<file path="config.mk">
export PLATFORM = sky130hd
export DESIGN_NAME = tick_enable_gen
export DESIGN_NICKNAME = d
export VERILOG_FILES = /design/src/rtl/tick_gen_pkg.sv /design/src/rtl/tick_prescaler.sv /design/src/rtl/tick_enable_gen.sv
export SDC_FILE = /design/constraint.sdc
export NUM_CORES = 1
export LEC_CHECK = 0
export BUFFER_PORTS_ARGS = -buffer_cell sky130_fd_sc_hd__buf_4
export CORE_ASPECT_RATIO = 0.6
export CORE_MARGIN = 2
export CORE_UTILIZATION = 40
export DETAILED_ROUTE_END_ITERATION = 12
export SYNTH_ARGS = -nofsm -noshare
export SYNTH_HDL_FRONTEND = slang
export SYNTH_HIERARCHICAL = 1
export SYNTH_SLANG_ARGS = --single-unit
</file>
<file path="constraint.sdc">
create_clock -name clk -period 4.4 [get_ports clk]
set_input_delay 0.22 -clock clk [delete_from_list [all_inputs] [get_ports clk]]
set_output_delay 0.22 -clock clk [all_outputs]
set_load 0.05 [all_outputs]
</file>
<file path="src/rtl/tick_gen_pkg.sv">
// Shared types and default widths for the tick/enable generator.
package tick_gen_pkg;

  typedef enum logic {
    IDLE = 1'b0,
    RUN  = 1'b1
  } state_t;

  typedef enum logic {
    PERIODIC = 1'b0,
    ONESHOT  = 1'b1
  } mode_t;

  localparam int DEF_CNT_W   = 16;
  localparam int DEF_BURST_W = 8;

endpackage

</file>
<file path="src/rtl/tick_prescaler.sv">
// Period prescaler: counts 0..eff_period-1 while enabled, strobes on the last count.
module tick_prescaler #(
  parameter int CNT_W = 16
) (
  input  logic             i_clk,
  input  logic             i_rst,
  input  logic             i_clr,
  input  logic             i_en,
  input  logic [CNT_W-1:0] i_eff_period,
  output logic             o_wrap
);

  logic [CNT_W-1:0] r_cnt;

  // The wrap strobe is combinational off the count; the top registers it as the tick.
  assign o_wrap = i_en && (r_cnt == (i_eff_period - CNT_W'(1)));

  // Count up while enabled, return to zero on wrap; clr restarts the period.
  always_ff @(posedge i_clk) begin
    if (i_rst || i_clr) begin
      r_cnt <= '0;
    end else if (i_en) begin
      r_cnt <= o_wrap ? '0 : (r_cnt + CNT_W'(1));
    end
  end

endmodule

</file>
<file path="src/rtl/tick_enable_gen.sv">
// Programmable tick/enable generator: periodic or one-shot burst of single-cycle ticks.
module tick_enable_gen
  import tick_gen_pkg::*;
#(
  parameter int CNT_W   = DEF_CNT_W,
  parameter int BURST_W = DEF_BURST_W
) (
  input  logic               clk,
  input  logic               rst,
  input  logic               start,
  input  logic               stop,
  input  logic               mode,
  input  logic [CNT_W-1:0]   period,
  input  logic [BURST_W-1:0] burst_len,
  output logic               tick,
  output logic               busy,
  output logic               done,
  output logic [CNT_W-1:0]   tick_cnt
);

  state_t             r_state;
  state_t             w_state_nxt;
  mode_t              r_mode;
  logic [CNT_W-1:0]   r_eff_period;
  logic [BURST_W-1:0] r_eff_burst;
  logic [BURST_W-1:0] r_burst_cnt;
  logic [CNT_W-1:0]   r_tick_cnt;
  logic               r_tick;
  logic               r_busy;
  logic               r_done;

  logic               w_start;
  logic               w_finish;
  logic               w_burst_done;
  logic               w_pre_en;
  logic               w_wrap;

  // A finished burst holds the prescaler so no extra tick slips out on the exit cycle.
  assign w_burst_done = (r_state == RUN) && (r_mode == ONESHOT) &&
                        (r_burst_cnt == r_eff_burst);
  assign w_pre_en     = (r_state == RUN) && !w_burst_done;

  tick_prescaler #(.CNT_W(CNT_W)) u_pre (
    .i_clk        (clk),
    .i_rst        (rst),
    .i_clr        (w_start),
    .i_en         (w_pre_en),
    .i_eff_period (r_eff_period),
    .o_wrap       (w_wrap)
  );

  // State register.
  always_ff @(posedge clk) begin
    if (rst) r_state <= IDLE;
    else     r_state <= w_state_nxt;
  end

  // Next state: start only seen in IDLE, stop/burst completion only in RUN.
  always_comb begin
    w_state_nxt = r_state;
    w_start     = 1'b0;
    w_finish    = 1'b0;
    case (r_state)
      IDLE: begin
        if (start) begin
          w_start     = 1'b1;
          w_state_nxt = RUN;
        end
      end
      RUN: begin
        if (stop || w_burst_done) begin
          w_finish    = 1'b1;
          w_state_nxt = IDLE;
        end
      end
      default: w_state_nxt = IDLE;
    endcase
  end

  // Latch run configuration at start; zero period/length are treated as one.
  always_ff @(posedge clk) begin
    if (rst) begin
      r_mode       <= PERIODIC;
      r_eff_period <= CNT_W'(1);
      r_eff_burst  <= BURST_W'(1);
    end else if (w_start) begin
      r_mode       <= mode_t'(mode);
      r_eff_period <= (period == '0) ? CNT_W'(1) : period;
      r_eff_burst  <= (burst_len == '0) ? BURST_W'(1) : burst_len;
    end
  end

  // Registered outputs and counters; a tick coincident with stop is still counted.
  always_ff @(posedge clk) begin
    if (rst) begin
      r_tick      <= 1'b0;
      r_busy      <= 1'b0;
      r_done      <= 1'b0;
      r_tick_cnt  <= '0;
      r_burst_cnt <= '0;
    end else begin
      r_tick <= w_wrap;
      r_done <= w_finish;
      r_busy <= (w_state_nxt == RUN);
      if (w_start) begin
        r_tick_cnt  <= '0;
        r_burst_cnt <= '0;
      end else if (w_wrap) begin
        r_tick_cnt <= r_tick_cnt + CNT_W'(1);
        if (r_mode == ONESHOT) r_burst_cnt <= r_burst_cnt + BURST_W'(1);
      end
    end
  end

  assign tick     = r_tick;
  assign busy     = r_busy;
  assign done     = r_done;
  assign tick_cnt = r_tick_cnt;

endmodule

</file>
==> run_summary.xml <==
<?xml version="1.0" encoding="UTF-8"?>
<metrics>
  <group name="yosys">
    <metric name="syn-mean-instance-area" unit="sq um">8.44</metric>
    <metric name="most_frequent_cell_after_synthesis" unit="">sky130_fd_sc_hd__dfxtp_1</metric>
    <metric name="synth.top_cells.by_area" unit="">sky130_fd_sc_hd__dfxtp_1 40%, sky130_fd_sc_hd__xnor2_1 7.6%, sky130_fd_sc_hd__xor2_1 6.6%</metric>
    <metric name="commonest_register_cell_after_synthesis" unit="">sky130_fd_sc_hd__dfxtp_1</metric>
    <metric name="count_of_flip_flops_with_a_built_in_enable_after_synthesis" unit="">0</metric>
    <metric name="synth-seq-area-share" unit="">0.396</metric>
    <metric name="synth_warnings" unit="">6</metric>
    <metric name="mappedNetlistArea" unit="sq um">3440</metric>
    <metric name="synth.largest_area_cell" unit="">sky130_fd_sc_hd__dfxtp_1</metric>
    <metric name="yosys_register_bits" unit="">68</metric>
    <metric name="synth.lib_cells_used.distinct" unit="">55</metric>
    <metric name="synthesis.nets" unit="">440</metric>
    <metric name="post-synth-top-area-fraction" unit="">0.396</metric>
    <metric name="syn-instance-count" unit="">407</metric>
    <metric name="most_frequent_cells_after_synthesis" unit="">68 x sky130_fd_sc_hd__dfxtp_1, 58 x sky130_fd_sc_hd__nand2_1, 46 x sky130_fd_sc_hd__nor2_1, 30 x sky130_fd_sc_hd__xnor2_1, 29 x sky130_fd_sc_hd__a21oi_1</metric>
    <metric name="async_sr_flop_fraction" unit="">0</metric>
  </group>
  <group name="sta">
    <metric name="worst_slew_pin_slew" unit="ns">0.837</metric>
    <metric name="timing.final.ws_setup" unit="ns">0.858</metric>
    <metric name="achievable-frequency" unit="GHz">0.282</metric>
    <metric name="min_cycle_time_layout" unit="ns">3.54</metric>
    <metric name="setup_repair_after_global_routing_missed_its_margin" unit="">false</metric>
    <metric name="final_hold_viol_count" unit="">0</metric>
    <metric name="drv_slew" unit="">0</metric>
    <metric name="max_slew_margin" unit="">0.440</metric>
    <metric name="fin_setup_tns" unit="ns">0</metric>
    <metric name="final-setup-viol-count" unit="">0</metric>
    <metric name="clock_skew" unit="ns">0.00463</metric>
    <metric name="period_share" unit="">0.805</metric>
  </group>
  <group name="grt">
    <metric name="grt_max_degree" unit="">30</metric>
    <metric name="global_route.usage.total" unit="">0.189</metric>
    <metric name="grt_pass1_wl" unit="mm">13.3</metric>
    <metric name="vias_in_the_first_global_route" unit="">2606</metric>
    <metric name="grt_overflow" unit="">0</metric>
    <metric name="antenna_found_initial" unit="">0</metric>
  </group>
  <group name="die">
    <metric name="initial_utilization" unit="">0.408</metric>
    <metric name="width_of_the_die" unit="um">124</metric>
    <metric name="die_area" unit="sq um">9370</metric>
    <metric name="placementRows" unit="">26</metric>
    <metric name="fp.dieH" unit="um">75.8</metric>
    <metric name="core-area" unit="sq um">8430</metric>
    <metric name="io_pins" unit="">48</metric>
  </group>
  <group name="clocking">
    <metric name="hold_buffers" unit="">0</metric>
    <metric name="cts-buffers-inserted" unit="">9</metric>
    <metric name="post-cts-setup-buffers" unit="">0</metric>
    <metric name="cts.clk_slew.worst_paths" unit="ns">0.05</metric>
    <metric name="clock_tree.root_cell" unit="">sky130_fd_sc_hd__clkbuf_16</metric>
    <metric name="tritoncts_clock_tree" unit="">done</metric>
    <metric name="cts.htree.levels" unit="">3</metric>
    <metric name="insertion_delay" unit="ns">0.34</metric>
    <metric name="tritoncts_num_sinks" unit="">68</metric>
    <metric name="clock_tree.buffer_depth" unit="">2</metric>
    <metric name="ctsResizeCount" unit="">0</metric>
  </group>
  <group name="routing">
    <metric name="routed-wl-met2" unit="mm">3.06</metric>
    <metric name="wire_length_on_met3" unit="um">612</metric>
    <metric name="dr_total_vias" unit="">2928</metric>
    <metric name="wirelength_met1" unit="mm">4.44</metric>
    <metric name="ant_nets" unit="">0</metric>
    <metric name="detail_route.wirelength" unit="mm">8.23</metric>
    <metric name="drc" unit="">0</metric>
    <metric name="number_of_detailed_routing_iterations_run_before_antenna_repair" unit="">4</metric>
    <metric name="top_layer" unit="">met4</metric>
    <metric name="routed_via_density" unit="">5.15</metric>
    <metric name="first_iter_violations" unit="">142</metric>
    <metric name="average_wire_per_cell_in_the_routed_design" unit="um">14.5</metric>
  </group>
  <group name="critical_path">
    <metric name="worst_path_max_delay_cell" unit="">sky130_fd_sc_hd__or4b_1</metric>
    <metric name="critical_path.top_delay_family" unit="">simple AND/OR/NAND/NOR gates</metric>
    <metric name="timing_worst_setup_path_type" unit="">register to register</metric>
    <metric name="critical_path_buf_inv_count" unit="">2</metric>
    <metric name="reg2reg_from" unit="">r_eff_period[0]</metric>
    <metric name="critical_path.most_common_cell" unit="">sky130_fd_sc_hd__inv_1</metric>
    <metric name="crit_path_cell_trace" unit="">inv_1, ha_1, or4b_1, or4_1, o311a_1, a32oi_1, nand4_2, inv_1, and2_1, nand4_1, xor2_1, nor2_1</metric>
    <metric name="worst_setup_path_start_kind" unit="">register</metric>
    <metric name="arrival" unit="ns">3.72</metric>
    <metric name="r2r_end" unit="">r_burst_cnt[4]</metric>
    <metric name="reg2regPathDepth" unit="">12</metric>
    <metric name="critical_path.startpoint" unit="">r_eff_period[0]</metric>
    <metric name="timing.critical_path.fanout_max" unit="">8</metric>
    <metric name="worst-r2r-setup-slack" unit="ns">0.86</metric>
    <metric name="crit_path_end" unit="">r_burst_cnt[4]</metric>
    <metric name="worst_path_max_stage_delay" unit="ns">0.59</metric>
    <metric name="setup.worst_path.end_class" unit="">register</metric>
    <metric name="path_depth" unit="">12</metric>
    <metric name="required" unit="ns">4.58</metric>
  </group>
  <group name="layout">
    <metric name="syn2layout_area_growth" unit="%">21.7</metric>
    <metric name="finish.net_count" unit="">484</metric>
    <metric name="n_antenna_cell" unit="">0</metric>
    <metric name="post_route_cells_drive_above_1_share" unit="">0.182</metric>
  </group>
  <group name="placed_design">
    <metric name="numPortBuffers" unit="">47</metric>
    <metric name="hpwlAfterDp" unit="mm">5.87</metric>
    <metric name="finalWeightedCongestion" unit="">0.856</metric>
    <metric name="place_ws" unit="ns">0.927</metric>
  </group>
  <group name="run_status">
    <metric name="status" unit="">complete, no violations</metric>
  </group>
  <group name="power">
    <metric name="leakagePower" unit="nW">1.59</metric>
    <metric name="ir_worst_vdd" unit="V">0.000208</metric>
    <metric name="power_per_cell_area" unit="nW/um^2">370</metric>
  </group>
  <group name="run">
    <metric name="max_cap_violations" unit="">0</metric>
  </group>
  <group name="min_path">
    <metric name="hold_path.class" unit="">input port to register</metric>
  </group>
</metrics>
[cell type report]
cell class	instances	area (sq um)
fill	815	4240
timing repair buffer	48	360
clock inverter	3	42.5
inverter	13	48.8
clock buffer	13	280
tap	112	140
sequential	68	1360
multi-input combinational	311	1950
[sequential cells by signal, summed over array words and instances, names as in the netlist]
register / flops
busy: 1
done: 1
r_burst_cnt: 8
r_eff_burst: 8
r_eff_period: 16
r_mode: 1
tick: 1
tick_cnt: 16
u_pre/r_cnt: 16
[worst min-delay path by stage]
stage | start | to | slack [ns] | depth (start not counted)
floorplan | rst | u_pre/r_cnt[1] | 0.30 | 1
global placement | r_eff_burst[7] | r_eff_burst[7] | 0.46 | 2
detailed placement | r_mode | r_mode | 0.47 | 2
CTS | mode | r_mode | 0.13 | 3
global route | period[10] | r_eff_period[10] | 0.13 | 3
finish | mode | r_mode | 0.14 | 3
[power by group]
part / internal [mW] / switching, mW / total, mW
logic: 0.0566 / 0.0792 / 0.136
clock network: 0.499 / 0.260 / 0.759
registers: 0.632 / 0.0207 / 0.653
total: 1.19 / 0.360 / 1.55
[per-layer routing]
layer,global-route usage,vias to the layer above
li1,-,1498
met1,0.293,1323
met2,0.239,95
met3,0.0501,12
met4,0.0758,0
met5,0,-
[cell usage in the layout, fill, tap and decap left out, types with 2 or more instances in the layout]
cell type,synthesis,final
sky130_fd_sc_hd__dfxtp_1,68,68
sky130_fd_sc_hd__nand2_1,58,58
sky130_fd_sc_hd__buf_4,0,48
sky130_fd_sc_hd__nor2_1,46,46
sky130_fd_sc_hd__xnor2_1,30,30
sky130_fd_sc_hd__a21oi_1,29,29
sky130_fd_sc_hd__xor2_1,26,26
sky130_fd_sc_hd__nand3_1,13,13
sky130_fd_sc_hd__nor3_1,13,13
sky130_fd_sc_hd__inv_1,12,12
sky130_fd_sc_hd__nand4_1,11,11
sky130_fd_sc_hd__clkbuf_16,0,9
sky130_fd_sc_hd__o21ai_0,7,7
sky130_fd_sc_hd__nor4_1,6,6
sky130_fd_sc_hd__mux2i_1,5,5
sky130_fd_sc_hd__and3_1,5,5
sky130_fd_sc_hd__nand2b_1,4,4
sky130_fd_sc_hd__a31oi_1,4,4
sky130_fd_sc_hd__nor4_2,4,4
sky130_fd_sc_hd__ha_1,4,4
sky130_fd_sc_hd__clkbuf_8,0,4
sky130_fd_sc_hd__nor2b_1,3,3
sky130_fd_sc_hd__nand3b_1,3,3
sky130_fd_sc_hd__nand4_4,2,2
sky130_fd_sc_hd__nor3_2,2,2
sky130_fd_sc_hd__or3_1,2,2
sky130_fd_sc_hd__and2_1,2,2
sky130_fd_sc_hd__a21o_1,2,2
sky130_fd_sc_hd__nor2_2,2,2
sky130_fd_sc_hd__or4_4,2,2
sky130_fd_sc_hd__or4b_1,2,2
sky130_fd_sc_hd__or4_1,2,2
sky130_fd_sc_hd__o311a_1,2,2
sky130_fd_sc_hd__nand4b_1,2,2
[stage by stage]
step	power, mW	cell area [sq um]	hold slack (ns)	utilization	cells
after global placement	0.798	3860	0.461	0.458	552
after floorplan	0.751	3440	0.297	-	407
final	1.55	4180	0.135	0.497	568
after global routing	1.61	4180	0.132	0.497	568
after detailed placement	0.800	3860	0.469	0.458	552
after CTS	1.57	4180	0.128	0.497	568
[cell families after synthesis]
| family | after synthesis | share of synthesized area |
|---|---|---|
| compound gates | 56 | 0.101 |
| xor+xnor | 56 | 0.143 |
| fa+ha+maj | 4 | 0.0146 |
| buf+inv | 28 | 0.0364 |
| flops | 68 | 0.396 |
| mux | 5 | 0.0146 |
| simple gates | 190 | 0.295 |
[worst reg2reg max path: stages (launching register included)]
cell                      delay, ns
sky130_fd_sc_hd__dfxtp_1       0.35
sky130_fd_sc_hd__inv_1         0.08
sky130_fd_sc_hd__ha_1          0.24
sky130_fd_sc_hd__or4b_1        0.59
sky130_fd_sc_hd__or4_1         0.54
sky130_fd_sc_hd__o311a_1       0.12
sky130_fd_sc_hd__a32oi_1       0.22
sky130_fd_sc_hd__nand4_2       0.18
sky130_fd_sc_hd__inv_1         0.31
sky130_fd_sc_hd__and2_1        0.37
sky130_fd_sc_hd__nand4_1       0.17
sky130_fd_sc_hd__xor2_1        0.16
sky130_fd_sc_hd__nor2_1        0.06
(Power assumes the default switching activity.)
